File: config.mk
export PLATFORM = sky130hd
export DESIGN_NAME = clk_div_n_flat
export DESIGN_NICKNAME = d
export VERILOG_FILES = /design/src/rtl/clk_div_n_if.sv /design/src/rtl/clk_div_n.sv /design/src/flat_wrapper.sv
export SDC_FILE = /design/constraint.sdc
export NUM_CORES = 1
export LEC_CHECK = 0
export CAP_MARGIN = 20
export CORE_AREA = 3 3 58 60
export CTS_BUF_LIST = sky130_fd_sc_hd__clkbuf_16
export DETAILED_ROUTE_END_ITERATION = 6
export DIE_AREA = 0 0 61 63
export HOLD_SLACK_MARGIN = 0.12
export PLACE_DENSITY = 0.56
export RECOVER_POWER = 100
export SKIP_LAST_GASP = 1
export SLEW_MARGIN = 15
export SYNTH_ARGS = -nofsm -noshare
export SYNTH_HDL_FRONTEND = slang
export SYNTH_SLANG_ARGS = --single-unit
File: constraint.sdc
create_clock -name clk_in -period 8.7 [get_ports clk_in]
set_clock_uncertainty 0.15 [all_clocks]
set_input_delay 2.61 -clock clk_in [delete_from_list [all_inputs] [get_ports clk_in]]
set_output_delay 2.61 -clock clk_in [all_outputs]
set_load 0.03 [all_outputs]
File: src/rtl/clk_div_n_if.sv
// rtl/clk_div_n_if.sv - control/status bundle of the programmable clock divider
//
// Purpose: groups the run request, ratio and divided-clock outputs of clk_div_n.
// Signals:
//   div_en     master->slave  run request, sampled on posedge clk_in
//   div_ratio  master->slave  requested ratio N (W bits)
//   clk_out    slave->master  divided clock, 50% duty
//   div_tick   slave->master  one-cycle pulse in the cycle clk_out period starts
//   ratio_err  slave->master  sticky flag: a ratio of 0 or 1 was loaded
//   busy       slave->master  divider running
`timescale 1ns/1ps

interface clk_div_n_if #(
    parameter int W = 4
) ();
    logic         div_en;
    logic [W-1:0] div_ratio;
    logic         clk_out;
    logic         div_tick;
    logic         ratio_err;
    logic         busy;

    modport master (
        output div_en,
        output div_ratio,
        input  clk_out,
        input  div_tick,
        input  ratio_err,
        input  busy
    );

    modport slave (
        input  div_en,
        input  div_ratio,
        output clk_out,
        output div_tick,
        output ratio_err,
        output busy
    );
endinterface

File: src/rtl/clk_div_n.sv
// rtl/clk_div_n.sv - programmable integer clock divider, 50% duty for even and odd ratios
//
// Purpose: divides clk_in by a run-time ratio N (2..2**W-1). Ratio changes and
// start/stop are only honoured on an output-period boundary, so the output never
// carries a runt pulse.
// Ports:
//   clk_in   in   source clock (both edges used)
//   rst_n    in   asynchronous active-low reset, released synchronously to posedge clk_in
//   dif      slave modport of clk_div_n_if (div_en, div_ratio in; clk_out, div_tick,
//            ratio_err, busy out)
`timescale 1ns/1ps

module clk_div_n #(
    parameter int W         = 4,
    parameter int RST_RATIO = 3
) (
    input  logic        clk_in,
    input  logic        rst_n,
    clk_div_n_if.slave  dif
);

    typedef enum logic {
        S_IDLE = 1'b0,
        S_RUN  = 1'b1
    } state_t;

    state_t       state_q, state_d;
    logic [W-1:0] cnt_q, cnt_d;
    logic [W-1:0] n_act_q, n_act_d;
    logic         pos_q, pos_d;
    logic         pe_q, pe_d;
    logic         neg_q;
    logic         tick_q, tick_d;
    logic         err_q, err_d;

    logic         load;
    logic         wrap;
    logic         ratio_low;
    logic [W-1:0] ratio_ld;
    logic [W:0]   half_d;

    // Ratios below 2 cannot produce a 50% clock; they run as 2 and flag an error.
    assign ratio_low = (dif.div_ratio < W'(2));
    assign ratio_ld  = ratio_low ? W'(2) : dif.div_ratio;
    assign wrap      = (cnt_q == (n_act_q - W'(1)));

    always_comb begin
        state_d = state_q;
        cnt_d   = cnt_q;
        n_act_d = n_act_q;
        err_d   = err_q;
        load    = 1'b0;

        case (state_q)
            S_IDLE: begin
                cnt_d = '0;
                if (dif.div_en) begin
                    load    = 1'b1;
                    state_d = S_RUN;
                end
            end
            S_RUN: begin
                if (wrap) begin
                    cnt_d = '0;
                    if (dif.div_en) begin
                        load = 1'b1;
                    end else begin
                        state_d = S_IDLE;
                    end
                end else begin
                    cnt_d = cnt_q + W'(1);
                end
            end
            default: begin
                state_d = S_IDLE;
                cnt_d   = '0;
            end
        endcase

        if (load) begin
            n_act_d = ratio_ld;
            if (ratio_low) begin
                err_d = 1'b1;
            end
        end
    end

    // ceil(N/2) computed one bit wider so N = 2**W-1 does not overflow.
    assign half_d = ({1'b0, n_act_d} + (W+1)'(1)) >> 1;

    // pos_q is high for the first ceil(N/2) counts of each period.
    // pe_q is the same waveform, but only for even ratios: it lets the even path
    // bypass the negedge stage without a select that switches at the same edge
    // pos_q rises (which would be a glitch hazard on odd-after-even reloads).
    always_comb begin
        pos_d  = (state_d == S_RUN) && ({1'b0, cnt_d} < half_d);
        pe_d   = pos_d && !n_act_d[0];
        tick_d = (state_d == S_RUN) && (cnt_d == '0);
    end

    always_ff @(posedge clk_in or negedge rst_n) begin
        if (!rst_n) begin
            state_q <= S_IDLE;
            cnt_q   <= '0;
            n_act_q <= W'(RST_RATIO);
            pos_q   <= 1'b0;
            pe_q    <= 1'b0;
            tick_q  <= 1'b0;
            err_q   <= 1'b0;
        end else begin
            state_q <= state_d;
            cnt_q   <= cnt_d;
            n_act_q <= n_act_d;
            pos_q   <= pos_d;
            pe_q    <= pe_d;
            tick_q  <= tick_d;
            err_q   <= err_d;
        end
    end

    // Half-cycle retimed copy of pos_q; ANDing it with pos_q trims half a cycle
    // off the leading edge, giving exactly N/2 high time for odd N.
    always_ff @(negedge clk_in or negedge rst_n) begin
        if (!rst_n) begin
            neg_q <= 1'b0;
        end else begin
            neg_q <= pos_q;
        end
    end

    // Even N: pe_q alone (pos_q & neg_q lies inside it). Odd N: pe_q is 0.
    // Every term is a flop output, and no two inputs of the gate change in
    // opposite directions on the same edge.
    assign dif.clk_out   = pe_q | (pos_q & neg_q);
    assign dif.div_tick  = tick_q;
    assign dif.ratio_err = err_q;
    assign dif.busy      = (state_q == S_RUN);

endmodule

File: src/flat_wrapper.sv
// flat-port wrapper written by rule: the top's interface ports become plain ports
module clk_div_n_flat 
#(
    parameter int W         = 4,
    parameter int RST_RATIO = 3
)
  (clk_in, rst_n, dif_div_en, dif_div_ratio, dif_clk_out, dif_div_tick, dif_ratio_err, dif_busy);
  clk_div_n_if #(.W(W)) dif_i ();
  input  logic clk_in;
  input  logic rst_n;
  input wire logic [$bits(dif_i.div_en)-1:0] dif_div_en;
  input wire logic [$bits(dif_i.div_ratio)-1:0] dif_div_ratio;
  output wire logic [$bits(dif_i.clk_out)-1:0] dif_clk_out;
  output wire logic [$bits(dif_i.div_tick)-1:0] dif_div_tick;
  output wire logic [$bits(dif_i.ratio_err)-1:0] dif_ratio_err;
  output wire logic [$bits(dif_i.busy)-1:0] dif_busy;
  assign dif_i.div_en = dif_div_en;
  assign dif_i.div_ratio = dif_div_ratio;
  assign dif_clk_out = dif_i.clk_out;
  assign dif_div_tick = dif_i.div_tick;
  assign dif_ratio_err = dif_i.ratio_err;
  assign dif_busy = dif_i.busy;
  clk_div_n #(.W(W), .RST_RATIO(RST_RATIO)) u_core (.clk_in(clk_in), .rst_n(rst_n), .dif(dif_i));
endmodule
Word-level counts from Yosys, hierarchy flattened
Index checks and enable logic that the tools add are counted.
W data, S select, Z words.
{ "word_totals": {"regBits": 14} }
{ "op_classes": {"add_sub_neg": 3, "reduce_logical": 6, "bitwise": 3, "order_cmp": 2, "n_eq_ne": 1, "mux": 9} }
{ "op_table": {"columns": ["op", "n"], "rows": [
  ["$mux W4", 3],
  ["$pmux W4 S2", 1],
  ["$add A4 B1 Y5 const B", 1],
  ["$add A4 B1 Y4 const B", 1],
  ["$eq A4 B4 Y1", 1],
  ["$logic_not A4 Y1", 1],
  ["$lt A4 B2 Y1 const B", 1],
  ["$lt A4 B4 Y1", 1],
  ["$pmux W1 S2", 2],
  ["$sub A4 B1 Y4 const B", 1],
  ["$logic_and A1 B1 Y1", 3],
  ["$mux W1", 3],
  ["$reduce_and A2 Y1", 1],
  ["$and A1 B1 Y1", 1],
  ["$logic_not A1 Y1", 1],
  ["$not A1 Y1", 1],
  ["$or A1 B1 Y1", 1]
]} }

Longest topological paths before layout
{ "depth": {"depth_word": 9, "ltp_mapped": 16, "depth_no_buf": 15} }

==> parameters.txt <==
Parameter                              Value

Logic synthesis
  Post-synthesis cell count ... 78
  Register area share after synthesis ... 41.6%
  Ys Warns ... 0
  Number of library cell types mapped by synthesis ... 30
  Post-Synthesis Net Count ... 91
  Total of flip-flops plus latches after synthesis ... 14
  Post-Syn Area per Cell ... 10.9 um2
  Synth Cell Area ... 848 um2

Detailed routing
  DR vias/cell ... 4.78
  Remaining antenna violation count ... 0
  Violation count after the first detailed-routing iteration ... 33
  Total Routed Length ... 1.59 mm
  Post-detailed-route wirelength per cell ... 12.7 um
  Total vias in the final route ... 598
  Number of DRC violations after detailed routing ... 0
  Iteration count of the initial detailed-routing pass ... 4

Finish
  Final Cell Area ... 1040 um2
  Post-route insts no fill ... 125
  NumNets Final ... 106
  Layout cell share with drive strength beyond 1 ... 7.61%
  Area added between synthesis and finish ... 22.6%
  Commonest cells after routing, fill and taps aside ... dfrtp_1, nor2_1, inv_1, xnor2_1, ha_1
  N_diodes ... 0
  Leading cell type in the layout, fill and taps excluded ... dfrtp_1

Clocking
  Clock slew at reported path FFs ... 0.05 ns
  Worst-skew pair later-pin latency ... 0.25 ns
  CTS H-tree lvls ... 1
  Number of resized instances in the post-cts repair step ... 0
  Post-CTS setup-driven buffer insertion count ... 0
  Max clock buf depth ... 2
  Clock Sinks ... 14
  Num CTS Buffers ... 3
  Hold-fix buffer count after cts ... 0
  TritonCTS clock tree ... built
  Root cell of the clock tree ... clkbuf_16

Critical path
  Reg-to-reg slack, setup ... 3.70 ns
  Worst-case reg-to-reg path depth ... 0
  Crit Path Category ... flip-flop to primary output
  Crit path arrival time ... 5.76 ns
  Critical path required time ... 5.94 ns
  R2r endpoint ... u_core.neg_q
  Critical Path Sink Type ... primary output
  Crit path max fanout ... 1
  Startpoint class of the critical path ... flip-flop
  Beginning of the worst register-to-register path ... u_core.pos_q

Placed design
  Final Wtd Congestion ... 0.731
  # port buffers ... 10
  Detailed placement HPWL ... 1.25 mm
  Standard cell area after detailed placement ... 986 um2
  Total instance count after detailed placement ... 121

Global route
  Initial antenna violation count ... 0
  Number of global-route vias before repair ... 656
  Largest net degree at the start of global routing ... 15
  Aggregate global routing overflow ... 0
  First-pass GRT wire length ... 2.86 mm
  Global router's overall resource usage ... 10.1%

Status
  Run status ... finished clean

Floorplanning
  Die Footprint ... 3840 um2
  Overall die width ... 61 um
  Starting density of the core ... 28.5%
  Ports ... 11
  Floorplan core area ... 2980 um2
  Die height ... 63 um
  Standard-cell row count ... 20

Timing
  Fin Setup TNS ... 0 ns
  Setup Viol. Count Final ... 0
  Unrepaired setup endpoints after global routing ... no
  Fin. Hold Viols ... 0
  Final Max Slew Viols ... 0
  Normalized max-slew margin ... 45.4%
  Transition time at the pin with the least slew margin ... 0.813 ns

Pwr
  Leakage Power ... 0.451 nW
  Power consumption ... 0.508 mW
  Worst IR Drop VDD ... 165 uV
  Power Dens Cells ... 488 nW/um2

Worst hold path
  End point of the most critical hold path ... u_core.dif.ratio_err
  HP Start ... u_core.dif.ratio_err
  Worst hold path type ... flip-flop to flip-flop
  Count of cells along the worst hold path ... 2

Job
  Max-capacitance violation count ... 0
## cells by family (layout without fill, tap and decap cells)
group / Yosys count / count (layout) / synth area share (%)
muxes: 3 / 3 / 6.19
buffers and inverters: 7 / 21 / 3.98
DFF: 14 / 14 / 41.6
adders and majority gates: 6 / 6 / 8.85
AOI/OAI and AO/OA: 13 / 13 / 13.1
xor gates and xnor gates: 12 / 12 / 13.3
and+or+nand+nor: 23 / 23 / 13.0
## report_power, final
part	internal (mW)	switching (mW)	leakage [nW]	total (mW)
clock	0.0608	0.0276	0.0423	0.0885
combinational	0.137	0.152	0.247	0.289
sequential	0.0995	0.0311	0.161	0.131
## Yosys cell counts
master	number	share of area, %
and3_1	1	0.74
a21oi_1	2	1.2
nor3_1	2	1.2
dfstp_2	2	6.2
xor2_1	4	4.1
dfrtn_1	1	2.9
nand2_1	3	1.3
mux2_4	2	3.5
ha_1	6	8.8
inv_1	6	2.7
xnor2_1	7	7.2
nor3_2	1	1.2
a21o_1	2	1.8
o41ai_2	1	1.9
buf_6	1	1.3
dfrtp_1	11	32
o21ai_1	1	0.59
xnor2_2	1	1.9
a2111oi_0	1	1.0
o41ai_1	1	1.0
o31ai_1	1	0.89
o311a_1	1	1.2
o32a_2	1	1.3
mux2i_4	1	2.7
nor2_1	9	4.0
nor2b_1	1	0.74
nand3_1	5	2.9
o31ai_2	1	1.5
a31oi_1	1	0.74
or4_1	1	0.89
## cell type report
| type | count | area, um2 |
|---|---|---|
| multi-input combinational | 57 | 440 |
| clock inverter | 1 | 3.75 |
| clock buffer | 3 | 75.1 |
| tap | 33 | 41.3 |
| timing repair buffer | 11 | 104 |
| inverter | 6 | 22.5 |
| fill | 306 | 1940 |
| sequential | 14 | 353 |
## how the worst max path moves through the flow
stage	slack [ns]	startpoint	cells past startpoint	end
2_1_floorplan	0.97	u_core.neg_q	1	dif_clk_out
3_3_place_gp	0.47	u_core.neg_q	2	dif_clk_out
3_5_place_dp	0.48	u_core.neg_q	2	dif_clk_out
4_1_cts	0.18	u_core.neg_q	2	dif_clk_out
5_1_grt	0.12	u_core.neg_q	2	dif_clk_out
6_report	0.18	u_core.neg_q	2	dif_clk_out
## layer usage
layer  GRT usage, %  wire length (um)  share of wire (%)  vias to the layer above
met3           5.37                86                5.4                        3
li1               -                 -                  -                      303
met2           14.2               706                 44                       13
met4           4.61                30                1.9                        0
met1           12.7               767                 48                      279
met5              0                 0                  0                        -
## registers in the layout (all words and copies together) (netlist names)
| signal | flops |
|---|---|
| u_core.dif.ratio_err | 1 |
| u_core.pe_q | 1 |
| u_core.dif.busy | 1 |
| u_core.dif.div_tick | 1 |
| u_core.n_act_q | 4 |
| u_core.pos_q | 1 |
| u_core.cnt_q | 4 |
| u_core.neg_q | 1 |
## per-stage QoR
step	hold slack, ns	util (%)	setup WS (ns)
2_1_floorplan	0.350	-	0.969
5_1_grt	0.374	34.9	0.120
4_1_cts	0.328	35.8	0.178
6_report	0.317	34.9	0.181
3_5_place_dp	0.312	33.1	0.477
3_3_place_gp	0.297	33.1	0.472
## critical path, stage by stage (launching register included)
cell	delay [ns]
dfrtn_1	0.38
a21o_1	0.10
clkdlybuf4s50_1	0.65
No activity file was read; power rests on OpenSTA's default activity.
